File: config.mk
export PLATFORM = sky130hd
export DESIGN_NAME = dac_channel_scheduler
export DESIGN_NICKNAME = d
export VERILOG_FILES = /design/src/rtl/dac_channel_scheduler.sv
export SDC_FILE = /design/constraint.sdc
export NUM_CORES = 1
export LEC_CHECK = 0
export BUFFER_PORTS_ARGS = -buffer_cell sky130_fd_sc_hd__buf_2
export CORE_AREA = 2 2 103 105
export CTS_CLUSTER_SIZE = 28
export DETAILED_ROUTE_END_ITERATION = 8
export DIE_AREA = 0 0 105 107
export PLACE_DENSITY = 0.55
export SYNTH_ARGS = -nofsm -noshare
export SYNTH_HDL_FRONTEND = slang
export SYNTH_SLANG_ARGS = --single-unit
File: constraint.sdc
create_clock -name clk -period 2.05 [get_ports clk]
set_clock_uncertainty 0.2 [all_clocks]
set_input_delay 0.1025 -clock clk [delete_from_list [all_inputs] [get_ports clk]]
set_output_delay 0.1025 -clock clk [all_outputs]
set_load 0.1 [all_outputs]
File: src/rtl/dac_channel_scheduler.sv
// dac_channel_scheduler: round-robin share of one calibrator across NUM_CH channels feeding a single DAC serializer.
// Define CAL_PIPE_EN for a registered (one-cycle latency) calibrator; default is combinational.
module dac_channel_scheduler #(
  parameter int NUM_CH = 4,
  parameter int CH_W   = 2,
  parameter int N      = 16,
  parameter int M      = 12
) (
  input  logic                clk,
  input  logic                rst_n,
  input  logic [NUM_CH-1:0]   ch_valid,
  output logic [NUM_CH-1:0]   ch_ready,
  input  logic [NUM_CH*N-1:0] ch_volts,
  output logic [N-1:0]        cal_in,
  input  logic [M-1:0]        cal_word,
  output logic                dac_valid,
  input  logic                dac_ready,
  output logic [CH_W-1:0]     dac_addr,
  output logic [M-1:0]        dac_word,
  output logic                busy
);
`ifdef CAL_PIPE_EN
  typedef enum logic [1:0] {IDLE, CAL, CAL_WAIT, SEND} state_t;
`else
  typedef enum logic [1:0] {IDLE, CAL, SEND} state_t;
`endif
  state_t state, state_nxt;
  logic [N-1:0] hold [NUM_CH];
  logic [NUM_CH-1:0] pending;
  logic [CH_W-1:0] rr_ptr, grant, arb, idx;
  logic found, last_cal, cal_active;
`ifdef CAL_PIPE_EN
  assign last_cal   = state == CAL_WAIT;
  assign cal_active = state == CAL || state == CAL_WAIT;
`else
  assign last_cal   = state == CAL;
  assign cal_active = state == CAL;
`endif
  assign ch_ready  = ~pending;
  assign dac_valid = state == SEND;
  assign busy      = state != IDLE || |pending;
  assign cal_in    = cal_active ? hold[grant] : '0;
  // Scan downward so the pending channel closest above rr_ptr wins last.
  always_comb begin
    arb   = '0;
    found = 1'b0;
    idx   = '0;
    for (int k = NUM_CH - 1; k >= 0; k--) begin
      idx = CH_W'((int'(rr_ptr) + k) % NUM_CH);
      if (pending[idx]) begin
        arb   = idx;
        found = 1'b1;
      end
    end
  end
  always_comb begin
    state_nxt = state;
    case (state)
      IDLE:     state_nxt = found ? CAL : IDLE;
`ifdef CAL_PIPE_EN
      CAL:      state_nxt = CAL_WAIT;
      CAL_WAIT: state_nxt = SEND;
`else
      CAL:      state_nxt = SEND;
`endif
      SEND:     state_nxt = dac_ready ? IDLE : SEND;
      default:  state_nxt = IDLE;
    endcase
  end
  always_ff @(posedge clk) begin
    if (!rst_n) begin
      state    <= IDLE;
      pending  <= '0;
      rr_ptr   <= '0;
      grant    <= '0;
      dac_addr <= '0;
      dac_word <= '0;
    end else begin
      state   <= state_nxt;
      pending <= (pending | ch_valid) & ~({{(NUM_CH-1){1'b0}}, last_cal} << grant);
      if (state == IDLE && found) begin
        grant  <= arb;
        rr_ptr <= (arb == CH_W'(NUM_CH - 1)) ? '0 : arb + 1'b1;
      end
      if (last_cal) begin
        dac_word <= cal_word;
        dac_addr <= grant;
      end
    end
  end
  always_ff @(posedge clk) begin
    for (int i = 0; i < NUM_CH; i++)
      if (rst_n && ch_valid[i] && !pending[i]) hold[i] <= ch_volts[i*N +: N];
  end
endmodule

== Word-level counts from Yosys, hierarchy flattened ==
Memory sizes are Yosys's and may differ from the RTL's. A register that Yosys moved wholly into a read port is not among the register bits.
Index checks and enable logic that the tools add are counted.
Operators by class
  add/subtract/negate cells: 4
  $mul: 0
  divide/modulo/power cells: 0
  magnitude comparators: 4
  equal/unequal tests: 3
  shifts and indexed selects: 1
  multiplexer cells: 31
  bitwise operators: 4
  reductions and logical operators: 17
Operators by type and width (number)
  $mux W1: 17
  $mux W16: 1
  $mux W2: 8
  $lt A2 B3 Y1 const B: 4
  $logic_and A1 B1 Y1: 9
  $bmux W1 S2: 4
  $not A4 Y4: 2
  $pmux W2 S3: 1
  $add A2 B1 Y2 const B: 2
  $add A2 B2 Y2 const B: 2
  $and A4 B4 Y4: 1
  $eq A2 B2 Y1 const B: 2
  $logic_not A1 Y1: 4
  $or A4 B4 Y4: 1
  $reduce_or A4 Y1: 1
  $shl A1 B2 Y4: 1
  $eq A2 B1 Y1 const B: 1
  $logic_not A2 Y1: 1
  $reduce_bool A2 Y1: 1
  $logic_or A1 B1 Y1: 1
Storage, ports and cells
  flip-flop bits (word level): 24
  bits in latches: 0
  RAM bits: 64
  bits in read-only memories: 0
  input bits: 83
  word-level logic and storage cells: 71
  memories kept: 1
Memories
  hold: depth 4, width 16, read ports 1, clocked after Yosys merged registers in 1, write ports 4, line 28  | logic [N-1:0] hold [NUM_CH];

== Longest topological paths before layout ==
Gate-level depths: netlist of run 1.
  depth in word-level cells: 10
  mapped depth: 5
  gate-level depth less buffers: 5

== Worst setup path after synthesis of run 1 ==
No wires, ideal clock.
  path kind: register to register
  start point: register state[1]
  end point: register state[1]
  arrival time: 2.099 ns
  data required time: 1.792 ns
  path slack: -0.307 ns
  cell stages (with the launch flop): 4
  path buffers: 0
  path through: dfxtp_1 > nor2b_1 > nor2b_1 > o21a_1
On the way
  longest elaborated chain between the ends: 2
Ends and longest elaborated chain
  from (decl): line 27  | state_t state, state_nxt;
  from (signal assigned): line 79  | state <= state_nxt;
  $eq A2 B2 Y1
  named net dac_valid: line 16  | output logic dac_valid,
  $pmux W2 S3: line 58  | case (state)
The timed path passes the listed nets, and every way through them passes these cells.
A chain may end at the register's enable or synchronous reset.

==> results of run 1 <==
power by group:
| group | switching, mW | total, mW | internal, mW | leakage (nW) |
|---|---|---|---|---|
| Sequential | 0.0680 | 2.13 | 2.07 | 0.807 |
| Clock | 0.611 | 1.30 | 0.686 | 0.107 |
| Combinational | 0.851 | 1.43 | 0.577 | 1.27 |
| Total | 1.53 | 4.86 | 3.33 | 2.18 |
kinds of logic after synthesis:
| family | after synthesis | share of synthesized area [%] |
|---|---|---|
| flip-flops | 90 | 70.6 |
| AND/OR/NAND/NOR | 65 | 9.54 |
| AO/OA/AOI/OAI | 32 | 6.40 |
| multiplexers | 18 | 11.0 |
| buffers and inverters | 17 | 2.24 |
| XOR/XNOR | 1 | 0.253 |
flip-flops by register name, indices dropped and copies added (netlist names), named ones only:
name	count
hold	64
state	2
pending	4
dac_addr	2
dac_word	12
grant	2
rr_ptr	1
layer usage:
| metal | up-vias | global-route usage [%] | part of all wire (%) |
|---|---|---|---|
| met2 | 84 | 31.0 | 54 |
| met1 | 1226 | 18.6 | 39 |
| met5 | - | 0 | 0 |
| met3 | 8 | 4.32 | 5.8 |
| li1 | 1240 | - | - |
| met4 | 0 | 5.52 | 1.2 |
final cells by class:
type	instances	share of cell area [%]
clock inverters	5	1.40
multi-input cells	116	17.6
inverters	5	0.535
clock buffers	11	2.34
repair buffers	209	31.5
well taps	136	3.03
flip-flops and latches	90	43.6
Yosys cell counts (4+ instances only):
cell | n | share of area, %
buf_2 | 4 | 0.58
a21oi_1 | 6 | 0.87
nand2_1 | 29 | 3.1
a21boi_0 | 14 | 3.0
and2_1 | 17 | 3.1
edfxtp_1 | 64 | 56
o21ai_0 | 6 | 0.87
inv_1 | 4 | 0.43
clkbuf_1 | 5 | 0.54
nor2b_1 | 7 | 1.3
mux4_2 | 16 | 10
dfxtp_1 | 26 | 15
critical path, stage by stage (launching register included):
cell and delay (ns):
dfxtp_4 0.40, buf_12 0.15, mux4_2 0.51, and2_4 0.16, buf_12 0.16
timing repair:
| item | in CTS | in global routing |
|---|---|---|
| hold endpoints to repair | 84 | 0 |
| endpoints found under the setup margin | 16 | 16 |
| pin swaps | 9 | 5 |
| gates resized for setup | 71 | 12 |
| gates cloned | 1 | 0 |
| hold buffers | 84 | 0 |
per-stage QoR:
stage | instance area, µm² | setup WS, ns | TNS, ns | total power, mW | instances
final | 5610 | 0.0134 | 0 | 4.86 | 572
after global routing | 5610 | -0.0568 | -0.647 | 5.05 | 572
after CTS | 5570 | -0.0336 | -0.321 | 4.87 | 572
after detailed placement | 4250 | 0.232 | 0 | 3.28 | 471
after global placement | 4250 | 0.230 | 0 | 3.27 | 471
after floorplan | 3470 | 0.0200 | 0 | 3.01 | 223
how the worst min path moves through the flow:
| stage | to | slack (ns) | cells past startpoint |
|---|---|---|---|
| after floorplan | hold[0][0] | 0.001 | 0 |
| after global routing | hold[1][8] | 0.24 | 2 |
| after CTS | hold[1][2] | 0.23 | 2 |
| after detailed placement | hold[1][6] | 0.08 | 1 |
| final | hold[0][10] | 0.26 | 2 |
| after global placement | hold[1][14] | 0.08 | 1 |
==> impl_metrics.env, run 1 <==
export IMPL_reg2reg_from="pending[0]"
export IMPL_arrival_ns=1.73
export IMPL_vias_per_cell=4.47
export IMPL_syn_nets=306
export IMPL_reg2reg_depth=2
export IMPL_final_layout_size_suffix_gt1_share_pct=41.7
export IMPL_seqCellArea_mm2=0.00245
export IMPL_grt_pass1_vias=2769
export IMPL_setup_violations=0
export IMPL_final_common_cell="buf_2"
export IMPL_post_cts_buffers=0
export IMPL_finalWeightedCongestion=0.790
export IMPL_cts_tree="built"
export IMPL_final_util_pct=55.6
export IMPL_synth_cells=223
export IMPL_postSynth_asyncResetShare_pct=0
export IMPL_grt_usage_pct=16.7
export IMPL_clkTransAtPathRegs_ns=0.09
export IMPL_rsz0062_at_grt="true"
export IMPL_synth_seq_area_share_pct=70.6
export IMPL_setup_worst_path_end="cal_in[0]"
export IMPL_dieArea_mm2=0.0112
export IMPL_critPathKind="reg -> out"
export IMPL_end_kind="primary output"
export IMPL_chipHeight_um=107
export IMPL_antenna_found_initial=0
export IMPL_antenna_cells=0
export IMPL_htreeDepth=3
export IMPL_power_density_mw_per_mm2=866
export IMPL_hold_path_startpoint="ch_volts[10]"
export IMPL_cts_root_buf="clkbuf_8"
export IMPL_netlist_area_mm2=0.00346
export IMPL_crit_required_ns=1.75
export IMPL_overflow=0
export IMPL_clockBufferDepth=2
export IMPL_hold_ws_ns=0.255
export IMPL_synth_edf_count=64
export IMPL_cts_buffers=9
export IMPL_wl_mm=9.24
export IMPL_drc=0
export IMPL_synth_flop_cell="edfxtp_1"
export IMPL_initialDrtViolationCount=77
export IMPL_vdd_ir_drop_max_mv=0.338
export IMPL_fin_crit_ns=2.04
export IMPL_finalHoldViolations=0
export IMPL_fillers=849
export IMPL_start_kind="flop"
export IMPL_core_area_mm2=0.0101
export IMPL_leakagePower_nw=2.18
export IMPL_clock_fmax_mhz=491
export IMPL_maxCapViolCount=0
export IMPL_wire_per_inst_um=16.2
export IMPL_io_buffers=118
export IMPL_grt_first_pass_wirelength_mm=14.0
export IMPL_grt_max_degree=23
export IMPL_slew_violations=0
export IMPL_multi_input_area_um2=986
export IMPL_worst_pin_slew_ns=0.881
export IMPL_fin_nets=514
export IMPL_vias=2558
export IMPL_yosysWarnings=0
export IMPL_cp_max_fo=8
export IMPL_reg2reg_to="hold[0][12]"
export IMPL_final_cell_mix="buf_2, dlygate4sd3_1, edfxtp_1"
export IMPL_ys_seq_elements=90
export IMPL_area_growth_pct=62.1
export IMPL_r2r_slack_ns=0.25
export IMPL_dieWidth_um=105
export IMPL_initial_core_util_pct=34.3
export IMPL_ys_types=31
export IMPL_postRouteAntennaNets=0
export IMPL_pin_count=119
export IMPL_cts_sinks=90
export IMPL_clk_latency_ns=0.35
export IMPL_hpwl_mm=5.34
export IMPL_maxSlewHeadroom_pct=41.3
export IMPL_status="complete, no violations"
export IMPL_syn_avg_cell_area_um2=15.5
export IMPL_rows=37
export IMPL_fin_crit_sh_pct=99.3
export IMPL_firstDrtPassIters=4
export IMPL_min_path_type="in -> reg"
Note: power is estimated with default switching activity, not from simulation.
==> inputs of run 2 (changes only) <==
ABC_AREA = 1   (was unset)
CORE_AREA = 2 2 106 108   (was 2 2 103 105)
DIE_AREA = 0 0 108 110   (was 0 0 105 107)
clock period = 2.42 ns   (was 2.05 ns; I/O delays follow)
==> run 2 against run 1 <==
Compared with the run above: sequential power fell by 12%; setup slack improved by 0.16 ns; via count up 32%; routed wire length up 14%; die area up 5.7%; first-iteration DRC count grew 140%; global-route usage up 1.6 points.
==> impl_metrics.env, run 2 <==
export IMPL_cts_tree="built"
export IMPL_hpwl_mm=7.36
export IMPL_pre_cts_slack_ns=0.532
export IMPL_yosysMostFrequentCell="nor2_1"
export IMPL_pwr_share_seq_pct=35.9
export IMPL_synth_top_cell_area_share_pct=52.3
export IMPL_drc=0
export IMPL_arrival_ns=2.35
export IMPL_syn_nets=445
export IMPL_ys_seq_elements=90
export IMPL_max_stage_delay_ns=0.57
export IMPL_clk_latency_ns=0.36
export IMPL_worst_slack_ns=0.169
export IMPL_cpMaxStageDelayCell="dlygate4sd3_1"
export IMPL_clockBufferDepth=2
export IMPL_chipHeight_um=110
export IMPL_core_area_mm2=0.0107
export IMPL_worstHoldPathCells=2
export IMPL_final_layout_size_suffix_gt1_share_pct=29.9
export IMPL_leakagePower_nw=2.47
export IMPL_finalHoldViolations=0
export IMPL_grt_pass1_vias=3423
export IMPL_cts_root_buf="clkbuf_8"
export IMPL_synth_edf_count=64
export IMPL_vdd_ir_drop_max_mv=0.662
export IMPL_power_mw=5.23
export IMPL_final_cells=725
export IMPL_yosys_area_top_type="edfxtp_1"
export IMPL_fin_nets=663
export IMPL_htreeDepth=3
export IMPL_post_cts_buffers=0
export IMPL_postRouteAntennaNets=0
export IMPL_reg2reg_depth=7
export IMPL_setup_violations=0
export IMPL_overflow=0
export IMPL_status="complete, no violations"
export IMPL_final_common_cell="buf_2"
export IMPL_fin_crit_ns=2.25
export IMPL_fin_area_mm2=0.00570
export IMPL_grt_first_pass_wirelength_mm=16.4
export IMPL_firstDrtPassIters=4
export IMPL_end_kind="flop"
export IMPL_slew_violations=0
export IMPL_crit_top_cell="nor2_1"
export IMPL_p_sw_share_pct=39.9
export IMPL_rsz0062_at_grt="false"
export IMPL_grt_usage_pct=18.3
export IMPL_largest_register_ffs=64
export IMPL_largestRegisters="hold (64), dac_word (12), pending (4)"
export IMPL_yosys_top_cells_area="edfxtp_1, dfxtp_1, nor2_1"
export IMPL_fin_crit_sh_pct=93.0
export IMPL_syn_avg_cell_area_um2=10.2
export IMPL_antenna_found_initial=0
export IMPL_yosysWarnings=0
export IMPL_pin_count=119
export IMPL_ys_types=28
export IMPL_synth_common_cells="nor2_1, edfxtp_1, o21ai_0, nand2_1, dfxtp_1"
export IMPL_dieWidth_um=108
export IMPL_netlist_area_mm2=0.00368
export IMPL_wl_mm=10.5
export IMPL_initial_core_util_pct=34.4
export IMPL_vias_per_cell=4.66
export IMPL_synth_flop_cell="edfxtp_1"
export IMPL_antenna_cells=0
export IMPL_rows=38
export IMPL_final_cell_mix="buf_2, nor2_1, dlygate4sd3_1"
export IMPL_cts_sinks=90
export IMPL_grt_max_degree=21
export IMPL_wire_per_inst_um=14.5
export IMPL_place_inst=614
export IMPL_postSynth_asyncResetShare_pct=0
export IMPL_crit_required_ns=2.52
export IMPL_io_buffers=118
export IMPL_p_int_mw=3.15
export IMPL_worst_pin_slew_ns=0.686
export IMPL_switchingPower_mw=2.09
export IMPL_min_path_type="in -> reg"
export IMPL_top_register="hold"
export IMPL_synth_cells=362
export IMPL_placed_cell_area_mm2=0.00449
export IMPL_area_growth_pct=55.1
export IMPL_critPathKind="reg -> reg"
export IMPL_clkTransAtPathRegs_ns=0.09
export IMPL_pwr_share_clk_pct=25.1
export IMPL_cp_max_fo=18
export IMPL_start_kind="flop"
export IMPL_vias=3382
export IMPL_finalWeightedCongestion=0.866
export IMPL_maxSlewHeadroom_pct=54.2
export IMPL_power_density_mw_per_mm2=918
export IMPL_crit_chain="inv_2 -> nor2_2 -> inv_1 -> buf_4 -> nor2_1 -> nor2_1 -> dlygate4sd3_1"
export IMPL_initialDrtViolationCount=187
export IMPL_clock_fmax_mhz=444
export IMPL_comb_power_share_pct=39.0
export IMPL_synth_seq_area_share_pct=66.4
export IMPL_cts_buffers=9
export IMPL_maxCapViolCount=0
export IMPL_dieArea_mm2=0.0119
-- run 2: cell types whose count changed after synthesis, moves of 11 or more --
cell / change
inv_1: +11
and2_1: -17
a21oi_1: +14
nor2_1: +97
a21boi_0: -14
mux4_2: -16
o21ai_0: +40
-- run 2: timing repair --
action | CTS | global route
gates resized for setup | 0 | 0
endpoints found under the hold margin | 85 | 0
hold buffers | 95 | 0
-- run 2: power groups by stage --
stage          Sequential, mW  Combinational, mW  Clock, mW
2_1_floorplan            2.13               1.26          0
3_3_place_gp             1.91               1.87          0
3_5_place_dp             1.91               1.89          0
4_1_cts                  1.88               2.04       1.35
5_1_grt                  1.90               2.21       1.41
6_report                 1.88               2.04       1.31
-- run 2: critical path: cells and delay by family, from the launching register on --
family | cells | cell delay, ns
buf+inv | 4 | 1.46
flops | 1 | 0.33
simple gates | 3 | 0.21
-- run 2: cells by family (layout without fill, tap and decap cells) --
group,after synthesis,in the layout,synth area share (%)
AOI/OAI and AO/OA,75,75,10.9
buffers and inverters,40,263,4.66
and+or+nand+nor,157,157,18.0
DFF,90,90,66.4
-- run 2: cell type report --
cell class | instances | area [µm²]
fill | 944 | 5000
sequential | 90 | 2440
timing repair buffer | 224 | 1640
clock buffer | 9 | 124
multi-input combinational | 232 | 1100
tap | 140 | 175
inverter | 23 | 86.3
clock inverter | 7 | 141
-- run 2: routing by layer --
metal / track usage (%) / wire length (µm) / up-vias
li1: - / - / 1659
met1: 19.5 / 4140 / 1577
met2: 34.1 / 5460 / 131
met3: 6.53 / 792 / 15
met4: 5.31 / 140 / 0
met5: 0 / 0 / -
-- run 2: worst paths after layout --
path | startpoint | to | slack [ns]
worst max-delay path | state[0] | dac_word[2] | 0.17
worst min-delay path | ch_volts[31] | hold[1][15] | 0.27
worst max register to register | state[0] | dac_word[2] | 0.17
worst min register to register | dac_addr[1] | dac_addr[1] | 0.31
-- run 2: stage by stage --
| step | hold slack, ns | utilization [%] | TNS, ns |
|---|---|---|---|
| 6_report | 0.270 | 53.3 | 0 |
| 5_1_grt | 0.253 | 53.3 | 0 |
| 4_1_cts | 0.248 | 53.3 | 0 |
| 3_5_place_dp | 0.0991 | 41.9 | 0 |
| 3_3_place_gp | 0.0990 | 41.9 | 0 |
| 2_1_floorplan | 0.0199 | - | -3.65 |
